$ cat src/rtl/oam_dma_ctrl.sv
// oam_dma_ctrl: NES sprite DMA engine, copies one CPU page into PPU OAM after a write to $4014.
//   clk, reset        : clock, synchronous active-high reset
//   cpu_addr/cpu_data_out/cpu_we : CPU write bus, watched for the trigger write
//   oam_base          : current OAMADDR, latched as the write base at trigger
//   dma_addr/dma_rd   : DMA read request into the CPU memory map
//   dma_data_in       : read data, valid the cycle after dma_rd
//   oam_dma           : high while the transfer runs (halts the CPU)
//   oam_addr/oam_data_in/oam_we : OAM write port
module oam_dma_ctrl #(
   parameter logic [15:0] DMA_REG_ADDR = 16'h4014,
   parameter int          NUM_BYTES    = 256
) (
   input  logic        clk,
   input  logic        reset,
   input  logic [15:0] cpu_addr,
   input  logic [7:0]  cpu_data_out,
   input  logic        cpu_we,
   input  logic [7:0]  oam_base,
   output logic [15:0] dma_addr,
   output logic        dma_rd,
   input  logic [7:0]  dma_data_in,
   output logic        oam_dma,
   output logic [7:0]  oam_addr,
   output logic [7:0]  oam_data_in,
   output logic        oam_we
);
   typedef enum logic [2:0] {IDLE, HALT, ALIGN, READ, WRITE} state_t;
   state_t      state, state_nx;
   logic [7:0]  idx, page, base;
   logic [15:0] addr_hold;
   logic        odd_cycle, trigger, last;
   assign trigger = cpu_we && cpu_addr == DMA_REG_ADDR;
   assign last    = idx == 8'(NUM_BYTES - 1);
   always_comb begin
      state_nx = state;
      unique case (state)
         IDLE:    state_nx = trigger ? HALT : IDLE;
         // an odd halt cycle costs one extra alignment cycle before reading
         HALT:    state_nx = odd_cycle ? ALIGN : READ;
         ALIGN:   state_nx = READ;
         READ:    state_nx = WRITE;
         WRITE:   state_nx = last ? IDLE : READ;
         default: state_nx = IDLE;
      endcase
   end
   always_ff @(posedge clk) begin
      if (reset) begin
         state     <= IDLE;
         idx       <= 8'd0;
         page      <= 8'd0;
         base      <= 8'd0;
         addr_hold <= 16'd0;
         odd_cycle <= 1'b0;
      end else begin
         state     <= state_nx;
         odd_cycle <= ~odd_cycle;
         if (state == IDLE && trigger) begin
            page <= cpu_data_out;
            base <= oam_base;
            idx  <= 8'd0;
         end
         // dma_addr keeps showing the last read address between reads
         if (state == READ) addr_hold <= {page, idx};
         if (state == WRITE) idx <= idx + 8'd1;
      end
   end
   always_comb begin
      oam_dma     = state != IDLE;
      dma_rd      = state == READ;
      dma_addr    = dma_rd ? {page, idx} : addr_hold;
      oam_we      = state == WRITE;
      oam_addr    = oam_we ? base + idx : 8'h00;
      oam_data_in = oam_we ? dma_data_in : 8'h00;
   end
endmodule

$ cat config.mk
export PLATFORM = sky130hd
export DESIGN_NAME = oam_dma_ctrl
export DESIGN_NICKNAME = d
export VERILOG_FILES = /design/src/rtl/oam_dma_ctrl.sv
export SDC_FILE = /design/constraint.sdc
export NUM_CORES = 1
export LEC_CHECK = 0
export CAP_MARGIN = 30
export CORE_AREA = 2 2 79 81
export DETAILED_ROUTE_END_ITERATION = 7
export DIE_AREA = 0 0 81 83
export PLACE_DENSITY = 0.77
export SLEW_MARGIN = 10
export SYNTH_ARGS = -nofsm -noshare
export SYNTH_HDL_FRONTEND = slang
export SYNTH_SLANG_ARGS = --single-unit
$ cat constraint.sdc
create_clock -name clk -period 3.27 [get_ports clk]
set_input_delay 0.981 -clock clk [delete_from_list [all_inputs] [get_ports clk]]
set_output_delay 0.981 -clock clk [all_outputs]
set_load 0.02 [all_outputs]
=== After elaboration in Yosys (flattened, before gate mapping) ===
Index checks and enable logic that the tools add are counted.

* Flip-flop bits (word level): 44
* Input bits: 43
* Logic and storage cells: 29

* $add $sub $neg: 2
* Eq/ne operators: 6
* Muxes and demuxes: 9
* Bitwise gates (word level): 1
* Reduce and logical (&&, ||, !) cells: 5

{| class="wikitable"
|+ Operator list
! cell !! number
|-
| $mux W8 || 4
|-
| $eq A16 B15 Y1 const B || 1
|-
| $mux W16 || 1
|-
| $pmux W3 S5 || 1
|-
| $add A8 B1 Y8 const B || 1
|-
| $add A8 B8 Y8 || 1
|-
| $eq A8 B8 Y1 const B || 1
|-
| $eq A3 B2 Y1 const B || 2
|-
| $eq A3 B1 Y1 const B || 1
|-
| $eq A3 B3 Y1 const B || 1
|-
| $logic_not A3 Y1 || 1
|-
| $reduce_bool A3 Y1 || 1
|-
| $logic_and A1 B1 Y1 || 2
|-
| $mux W1 || 2
|-
| $mux W2 || 1
|-
| $reduce_bool A2 Y1 || 1
|-
| $not A1 Y1 || 1
|}

=== Depth between registers and ports, before layout ===
Gate-level depths: netlist of run 1.

* Word-level depth: 5
* Mapped depth: 7
* Depth with buffers taken out: 6

=== Worst setup path after synthesis of run 1 ===
OpenSTA, ideal clock, no wires.

* Path kind: flip-flop to output port
* Start: register idx[0]
* End: output oam_addr[4]
* Arrival: 1.809 ns
* Setup slack: 0.480 ns
* Stages on the path, launching flop included: 6
* Cells stage by stage: dfxtp_1 -> ha_1 -> fa_1 -> a21oi_1 -> o21ai_0 -> nor3b_1

* Word-level cells in the longest chain between the ends: 2

{| class="wikitable"
|+ RTL lines
! element !! line !! RTL
|-
| start, declared || 29 || <nowiki>logic [7:0] idx, page, base;</nowiki>
|-
| start signal, assigned || 64 || <nowiki>if (state == WRITE) idx <= idx + 8'd1;</nowiki>
|-
| $add A8 B8 Y8 || 72 || <nowiki>oam_addr = oam_we ? base + idx : 8'h00;</nowiki>
|-
| $mux W8 || 72 ||
|-
| end, declared || 23 || <nowiki>output logic [7:0] oam_addr,</nowiki>
|}

No other way between the ends.

=== Final worst setup path of run 1 ===
* Start: register state[2]
* End: output oam_addr[3]

* Word-level cells in the longest chain between the ends: 2

{| class="wikitable"
|+ RTL lines
! element !! line !! RTL
|-
| start, declared || 28 || <nowiki>state_t state, state_nx;</nowiki>
|-
| start signal, assigned || 55 || <nowiki>state <= state_nx;</nowiki>
|-
| $eq A3 B3 Y1 || 71 || <nowiki>oam_we = state == WRITE;</nowiki>
|-
| $mux W8 || 72 ||
|}

No other way between the ends.

==> parameters.txt, run 1 <==
Parameter                              Value

Placed design
  Number of buffers inserted by port buffering ... a little under 80
  Worst Setup Slack post-DPL ... about 110 ps
  Cell count after placement ... 419
  Final HPWL from detailed placement ... 4260 um
  Gp weighted congestion ... between 0.8 and 0.9

GRT
  Pin count of the biggest net entering global routing ... 24
  Number of global-route vias before repair ... 2,210
  Global-route wire length before repair ... 9920 um
  Global routing usage summed across all routing layers ... 18.0%
  Number of antenna violations at the first check in global routing ... 0
  Grt total ovfl ... 0

Floorplanning
  # IOs ... 78
  Width of the die ... just over 80 um
  Chip height ... 83 um
  Placement row count ... 28
  Area of the core region ... roughly 5800 um2
  Initial Utilization ... 39.7%
  Overall die area ... 6720 um2

Setup path
  Setup crit end kind ... output pin
  Data arrival, critical path ... 2160 ps
  Critical Path Source Type ... flop
  Ordered list of cells on the worst path ... or3b_4, clkinv_2, o21ai_0, a21oi_1, clkdlybuf4s50_1
  Critical path fanouts, max ... 10
  Largest delay contributor family on the critical path ... buffers and inverters
  Cell type of the slowest stage on the worst timing path ... sky130_fd_sc_hd__clkdlybuf4s50_1
  Required @ worst endpoint ... around 2300 ps
  Category of the most critical setup path ... flop to output pin
  Slowest cell delay on critical path ... roughly 620 ps
  Critical path buffers and inverters ... 2

Yosys
  Largest cells by area after synthesis ... sky130_fd_sc_hd__dfxtp_1 38%, sky130_fd_sc_hd__mux2_2 7.8%, sky130_fd_sc_hd__o21ai_0 5.4%
  Share of synthesized area occupied by flip-flops and latches ... 38.1%
  Register bit total from synthesis ... 44
  Number of synthesized flops with an enable pin ... 0
  Top-area cell type share of the netlist area ... roughly two fifths
  Post-Synthesis Net Count ... 324
  Top_reg_cell synth ... sky130_fd_sc_hd__dfxtp_1
  Cell count after synthesis ... approximately 270
  Post-synthesis cell type count ... 47
  Synthesis warning total ... 0
  Cell type with the highest aggregate area in the netlist ... sky130_fd_sc_hd__dfxtp_1
  Post-Syn Area per Cell ... 8.49 um2
  Fraction of registers with async set/reset ... 0%
  Combined area of all synthesized cells ... ~2300 um2

CTS
  Clock root buffer ... sky130_fd_sc_hd__clkbuf_8
  Clock tree from TritonCTS ... yes
  Clock latency reported for the late side of the worst-skew pair ... 290 ps
  TritonCTS buffer count ... 5
  Clock slew seen by the registers of the worst setup and hold paths ... 90 ps
  Number of hold buffers added after cts ... 0
  Number of buffers inserted to repair setup after CTS ... 0
  Buffer levels on the longest clock path ... 2
  Clock sink count ... 44
  H-tree depth reported by CTS ... 2

Timing
  Setup TNS ... 0 ps
  Fin crit share ... 95.9%
  Maximum clock frequency ... approximately 320 MHz
  Crit path setup slack, layout ... roughly 130 ps
  Setup-failing EPs final ... 0
  Final Skew ... 9.29 ps
  Final Hold Viols ... 0
  Slew of the pin with the lowest slew margin ... 635 ps
  Number of max-slew violations in the final report ... 0
  Setup repair after global routing missed its margin ... no
  Minimum period implied by the final worst setup slack ... 3140 ps
  Max_slew headroom ... 57.5%

Power
  Clock network power share ... about two fifths
  Part of the power in registers ... 51.6%
  Internal ... ~0.83 mW
  Sum of internal, switching and leakage power ... 1.04 mW
  Static Leakage ... between 1 and 1.5 nW
  Net Switching ... 0.207 mW
  IR Drop Worst-Case VDD ... 0.200 mV
  Proportion of total power due to net switching ... 19.9%
  Combinational share of power ... 6.5%
  Power density over the cells ... 311 nW/um2

Final layout
  Final Core Density ... 57.6%
  Final standard cell count with taps included and fillers excluded ... between 400 and 500
  NumNets Final ... 403
  Relative area change from synthesis to final layout ... 44.9%
  Top library cells by usage in the layout, fill and taps aside ... 66 x sky130_fd_sc_hd__clkdlybuf4s50_1, 43 x sky130_fd_sc_hd__dfxtp_1, 24 x sky130_fd_sc_hd__o21ai_0, 23 x sky130_fd_sc_hd__a21oi_1, 21 x sky130_fd_sc_hd__nand3_1
  Fraction of layout cells with a size suffix above 1 ... a little over an eighth
  Most common cell after layout, fill and taps aside ... sky130_fd_sc_hd__clkdlybuf4s50_1
  Number of antenna repair diodes ... 0

Detailed routing
  DRC errors left ... 0
  Number of nets still failing antenna checks after routing ... 0
  Routed WL per cell ... 13.6 um
  DR vias/cell ... 5.28
  DRT iter0 DRCs ... 94
  Vias after detailed routing ... 2,254
  Total Routed Length ... 5790 um
  Number of detailed-route iterations in the first pass ... 4

Job
  Max-capacitance violation count ... 0

Run status
  Outcome ... completed

Hold path
  Worst min-delay path class ... flop to flop
[power groups by stage]
| stage | Clock, mW | Sequential (mW) | Combinational [mW] |
|---|---|---|---|
| final | 0.437 | 0.537 | 0.0677 |
| after CTS | 0.441 | 0.537 | 0.0681 |
| after global placement | 0 | 0.550 | 0.0668 |
| after floorplan | 0 | 0.550 | 0.0136 |
| after global routing | 0.466 | 0.538 | 0.0728 |
| after detailed placement | 0 | 0.550 | 0.0678 |
[sequential cells by signal (all words and copies together), names as in the netlist]
name,cells
state,3
addr_hold,16
idx,8
base,8
page,8
odd_cycle,1
[layer usage]
layer	global-route usage, %	wire [um]	part of all wire [%]	vias to the layer above
met5	0	0	0	-
li1	-	-	-	1123
met1	21.8	2630	46	1055
met4	4.62	63	1.1	0
met3	5.11	387	6.7	7
met2	31.0	2700	47	69
[per-stage QoR]
step	hold slack, ps	cell area [um2]
finish	426	3350
global route	453	3350
CTS	431	3320
detailed placement	418	3200
global placement	412	3200
floorplan	394	2310
[final timing paths]
check / start / to / slack, ps / cells past startpoint
setup / recovery: state[2]$_SDFF_PP0_ / oam_addr[3] / 130 / 5
hold / removal: odd_cycle$_SDFF_PP0_ / odd_cycle$_SDFF_PP0_ / 430 / 1
setup reg to reg: state[2]$_SDFF_PP0_ / idx[7]$_SDFFE_PP0P_ / 1420 / 5
hold reg to reg: odd_cycle$_SDFF_PP0_ / odd_cycle$_SDFF_PP0_ / 430 / 1
[logic make-up after synthesis]
kind of cell,share of synthesized area [%]
mux,8.67
xor+xnor,1.14
buf+inv,4.77
fa+ha+maj,5.20
flops,38.1
simple gates,25.7
compound gates,16.4
[worst register-to-register path: cells and delay by family (launching register included)]
family / cells / cell delay [ps]
AO/OA/AOI/OAI: 1 / 140
buffers and inverters: 1 / 190
flip-flops: 1 / 390
AND/OR/NAND/NOR: 3 / 1050
[cell usage after synthesis (all sizes together) (2+ instances only)]
cell and count:
mux2 16, or2 2, buf 6, nand2 13
a211oi 3, ha 8, nor3 11, nand4 2
nand4b 2, dfxtp 44, or3 2, nand2b 2
nand3 21, nor3b 6, nor2 10, o211ai 3
o21ai 25, and2 10, clkbuf 13, xor2 2
nor2b 18, inv 6, mux2i 2, o32ai 2
a21oi 24
[final cells by class]
class                      count  area (um2)
tap                           75        93.8
multi-input combinational    202        1330
clock buffer                   6        82.6
fill                         531        2470
clock inverter                 2        38.8
inverter                       7        27.5
sequential                    44         882
timing repair buffer          91         892
[timing repair]
item,in CTS,in global routing
gates resized for setup,5,14
cloned,0,0
hold endpoints to repair,0,0
pin swaps,0,0
setup endpoints to repair,12,12
(Power assumes the default switching activity.)
==> run 2, diff against run 1 <==
CTS_CLUSTER_DIAMETER = 120   (was default)
RECOVER_POWER = 25   (was default)
==> run 2 against run 1 <==
Effect of this change: routed wire length is 0.17% lower; critical path type unchanged; flip-flop and latch count unchanged; sequential power barely moved; worst setup slack lost 5.5 ps; maximum frequency down 0.18%; global-route usage unchanged; sequential share of layout area is 0.059 points higher; critical endpoint unchanged; largest power group unchanged; non-clock buffer count stayed put; register-to-register slack is essentially flat; critical path depth unchanged; clock power is essentially flat; final cell count unchanged.
==> parameters.txt, run 2 (synthesized netlist as in run 1, its figures left out) <==
Parameter                              Value

CTS
  Clock root buffer ... sky130_fd_sc_hd__clkbuf_8
  Clock sink count ... 44 (unchanged)
  Number of hold buffers added after cts ... 0 (unchanged)
  H-tree depth reported by CTS ... 2 (unchanged)
  Clock tree from TritonCTS ... yes
  TritonCTS buffer count ... 5 (unchanged)
  Buffer levels on the longest clock path ... 2 (unchanged)
  Clock latency reported for the late side of the worst-skew pair ... 290 ps (about the same)
  Clock slew seen by the registers of the worst setup and hold paths ... 90 ps (about the same)

Power
  IR Drop Worst-Case VDD ... 0.198 mV (-0.80%)
  Part of the power in registers ... 51.7% (about the same)
  Combinational share of power ... 6.4% (about the same)
  Clock network power share ... 41.9% (about the same)
  Internal ... 0.833 mW (-0.16%)
  Proportion of total power due to net switching ... 19.8% (-0.057 points)
  Static Leakage ... 1.41 nW (-0.49%)
  Net Switching ... 0.206 mW (-0.51%)
  Sum of internal, switching and leakage power ... 1.04 mW (-0.23%)
  Power density over the cells ... 311 nW/um2 (about the same)

Final layout
  Top library cells by usage in the layout, fill and taps aside ... 65 x sky130_fd_sc_hd__clkdlybuf4s50_1, 43 x sky130_fd_sc_hd__dfxtp_1, 24 x sky130_fd_sc_hd__o21ai_0, 23 x sky130_fd_sc_hd__a21oi_1, 21 x sky130_fd_sc_hd__nand3_1
  Register name with the most flops ... addr_hold
  Area of all sequential standard cells ... 882 um2 (unchanged)
  Fraction of layout cells with a size suffix above 1 ... 12.5% (-0.57 points)
  Most common cell after layout, fill and taps aside ... sky130_fd_sc_hd__clkdlybuf4s50_1
  FILL cells ... 533 (+0.38%)
  NumNets Final ... 403 (unchanged)
  Max FFs per register ... 16 (unchanged)
  Relative area change from synthesis to final layout ... 44.6%
  Number of antenna repair diodes ... 0 (unchanged)
  Area of the multi-input gates ... 1330 um2 (unchanged)

Setup path
  Setup crit end kind ... output pin
  Critical path fanouts, max ... 10 (unchanged)
  Slowest cell delay on critical path ... 620 ps (about the same)
  Cell type of the slowest stage on the worst timing path ... sky130_fd_sc_hd__clkdlybuf4s50_1
  Ordered list of cells on the worst path ... or3b_4, clkinv_2, o21ai_0, a21oi_1, clkdlybuf4s50_1
  Data arrival, critical path ... 2160 ps (about the same)
  Required @ worst endpoint ... 2290 ps (about the same)
  Critical Path Source Type ... flop
  Category of the most critical setup path ... flop to output pin

Detailed routing
  Top layer reached by signal wires ... met4
  Number of detailed-route iterations in the first pass ... 4 (unchanged)
  Met3 wire len ... 377 um (-2.6%)
  DRC errors left ... 0 (unchanged)
  DR vias/cell ... 5.28 (about the same)
  DRT iter0 DRCs ... 92 (-2.1%)
  Number of nets still failing antenna checks after routing ... 0 (unchanged)
  Routed metal-1 wirelength ... 2640 um (+0.27%)
  Routed WL per cell ... 13.5 um (-0.17%)
  Total length of routed met2 wires ... 2700 um (-0.22%)
  Vias after detailed routing ... 2,256 (+0.089%)
  Total Routed Length ... 5780 um (-0.17%)

Floorplanning
  Chip height ... 83 um (unchanged)
  Placement row count ... 28 (unchanged)
  # IOs ... 78 (unchanged)
  Width of the die ... 81 um (unchanged)
  Initial Utilization ... 39.7% (unchanged)
  Area of the core region ... 5820 um2 (unchanged)
  Overall die area ... 6720 um2 (unchanged)

Timing
  Slew of the pin with the lowest slew margin ... 854 ps (+219 ps)
  Setup repair after global routing missed its margin ... no
  Final Hold Viols ... 0 (unchanged)
  Setup-failing EPs final ... 0 (unchanged)
  Minimum period implied by the final worst setup slack ... 3140 ps (+5.54 ps)
  Maximum clock frequency ... 318 MHz (-0.18%)
  Fin crit share ... 96.1% (+0.17 points)
  Hold WS ... 426 ps (+0.107 ps)
  Setup TNS ... 0 ps (unchanged)
  Max_slew headroom ... 43.1% (-14 points)
  Final Skew ... 9.38 ps (+0.0820 ps)
  Number of max-slew violations in the final report ... 0 (unchanged)

Placed design
  Final HPWL from detailed placement ... 4260 um (unchanged)
  Number of buffers inserted by port buffering ... 77 (unchanged)
  Gp weighted congestion ... 0.848 (unchanged)

GRT
  Grt total ovfl ... 0 (unchanged)
  Global-route wire length before repair ... 9920 um (unchanged)
  Pin count of the biggest net entering global routing ... 24 (unchanged)
  Global routing usage summed across all routing layers ... 18.0% (unchanged)
  Number of global-route vias before repair ... 2,210 (unchanged)
  Number of antenna violations at the first check in global routing ... 0 (unchanged)

Hold path
  Worst min-delay path class ... flop to flop

Run status
  Outcome ... completed

Job
  Max-capacitance violation count ... 0 (unchanged)
[run 2: cell types whose count changed in the layout (fill, tap and decap cells not counted), sizes merged]
cell / previous run / this run
dlygate4sd3: 0 / 1
clkdlybuf4s50: 66 / 65
buf: 14 / 12
clkbuf: 6 / 8
[run 2: through the flow]
step	setup slack, ps	instances	util (%)	cell area (um2)
2_1_floorplan	480	272	-	2310
3_3_place_gp	134	419	54.9	3200
3_5_place_dp	111	419	54.9	3200
4_1_cts	8.92	427	57.0	3320
5_1_grt	12.0	427	57.4	3340
6_report	127	427	57.4	3340
[run 2: power groups by stage]
stage	sequential [mW]	clock (mW)	combinational (mW)
floorplan	0.550	0	0.0136
global placement	0.550	0	0.0668
detailed placement	0.550	0	0.0678
CTS	0.537	0.441	0.0681
global route	0.538	0.466	0.0714
finish	0.537	0.436	0.0662
[run 2: what timing repair did]
item,in CTS,in global routing
gates cloned,0,0
pin swaps,0,0
setup buffers,0,0
hold endpoints to repair,0,0
endpoints found under the setup margin,12,12
gates resized for setup,5,14
[run 2: final timing paths]
kind	from	slack [ps]	cells past startpoint	endpoint
max	state[2]$_SDFF_PP0_	130	5	oam_addr[3]
min reg2reg	odd_cycle$_SDFF_PP0_	430	1	odd_cycle$_SDFF_PP0_
max reg2reg	state[2]$_SDFF_PP0_	1430	5	idx[7]$_SDFFE_PP0P_
min	odd_cycle$_SDFF_PP0_	430	1	odd_cycle$_SDFF_PP0_
[run 2: worst max-delay path: cells and delay by family, from the launching register on]
family | cells | cell delay, ps
buffers and inverters | 2 | 770
AND/OR/NAND/NOR | 1 | 470
AO/OA/AOI/OAI | 2 | 230
flip-flops | 1 | 390
[run 2: final cells by class]
cell class                 instances  share of cell area (%)
timing repair buffer              91                    26.5
multi-input combinational        202                    39.8
sequential                        44                    26.4
clock inverter                     2                    1.16
tap                               75                    2.81
inverter                           7                   0.824
clock buffer                       6                    2.47
[run 2: routing by layer]
metal,GRT usage (%),up-vias
li1,-,1124
met1,21.8,1061
met2,31.0,64
met3,5.11,7
met4,4.62,0
met5,0,-
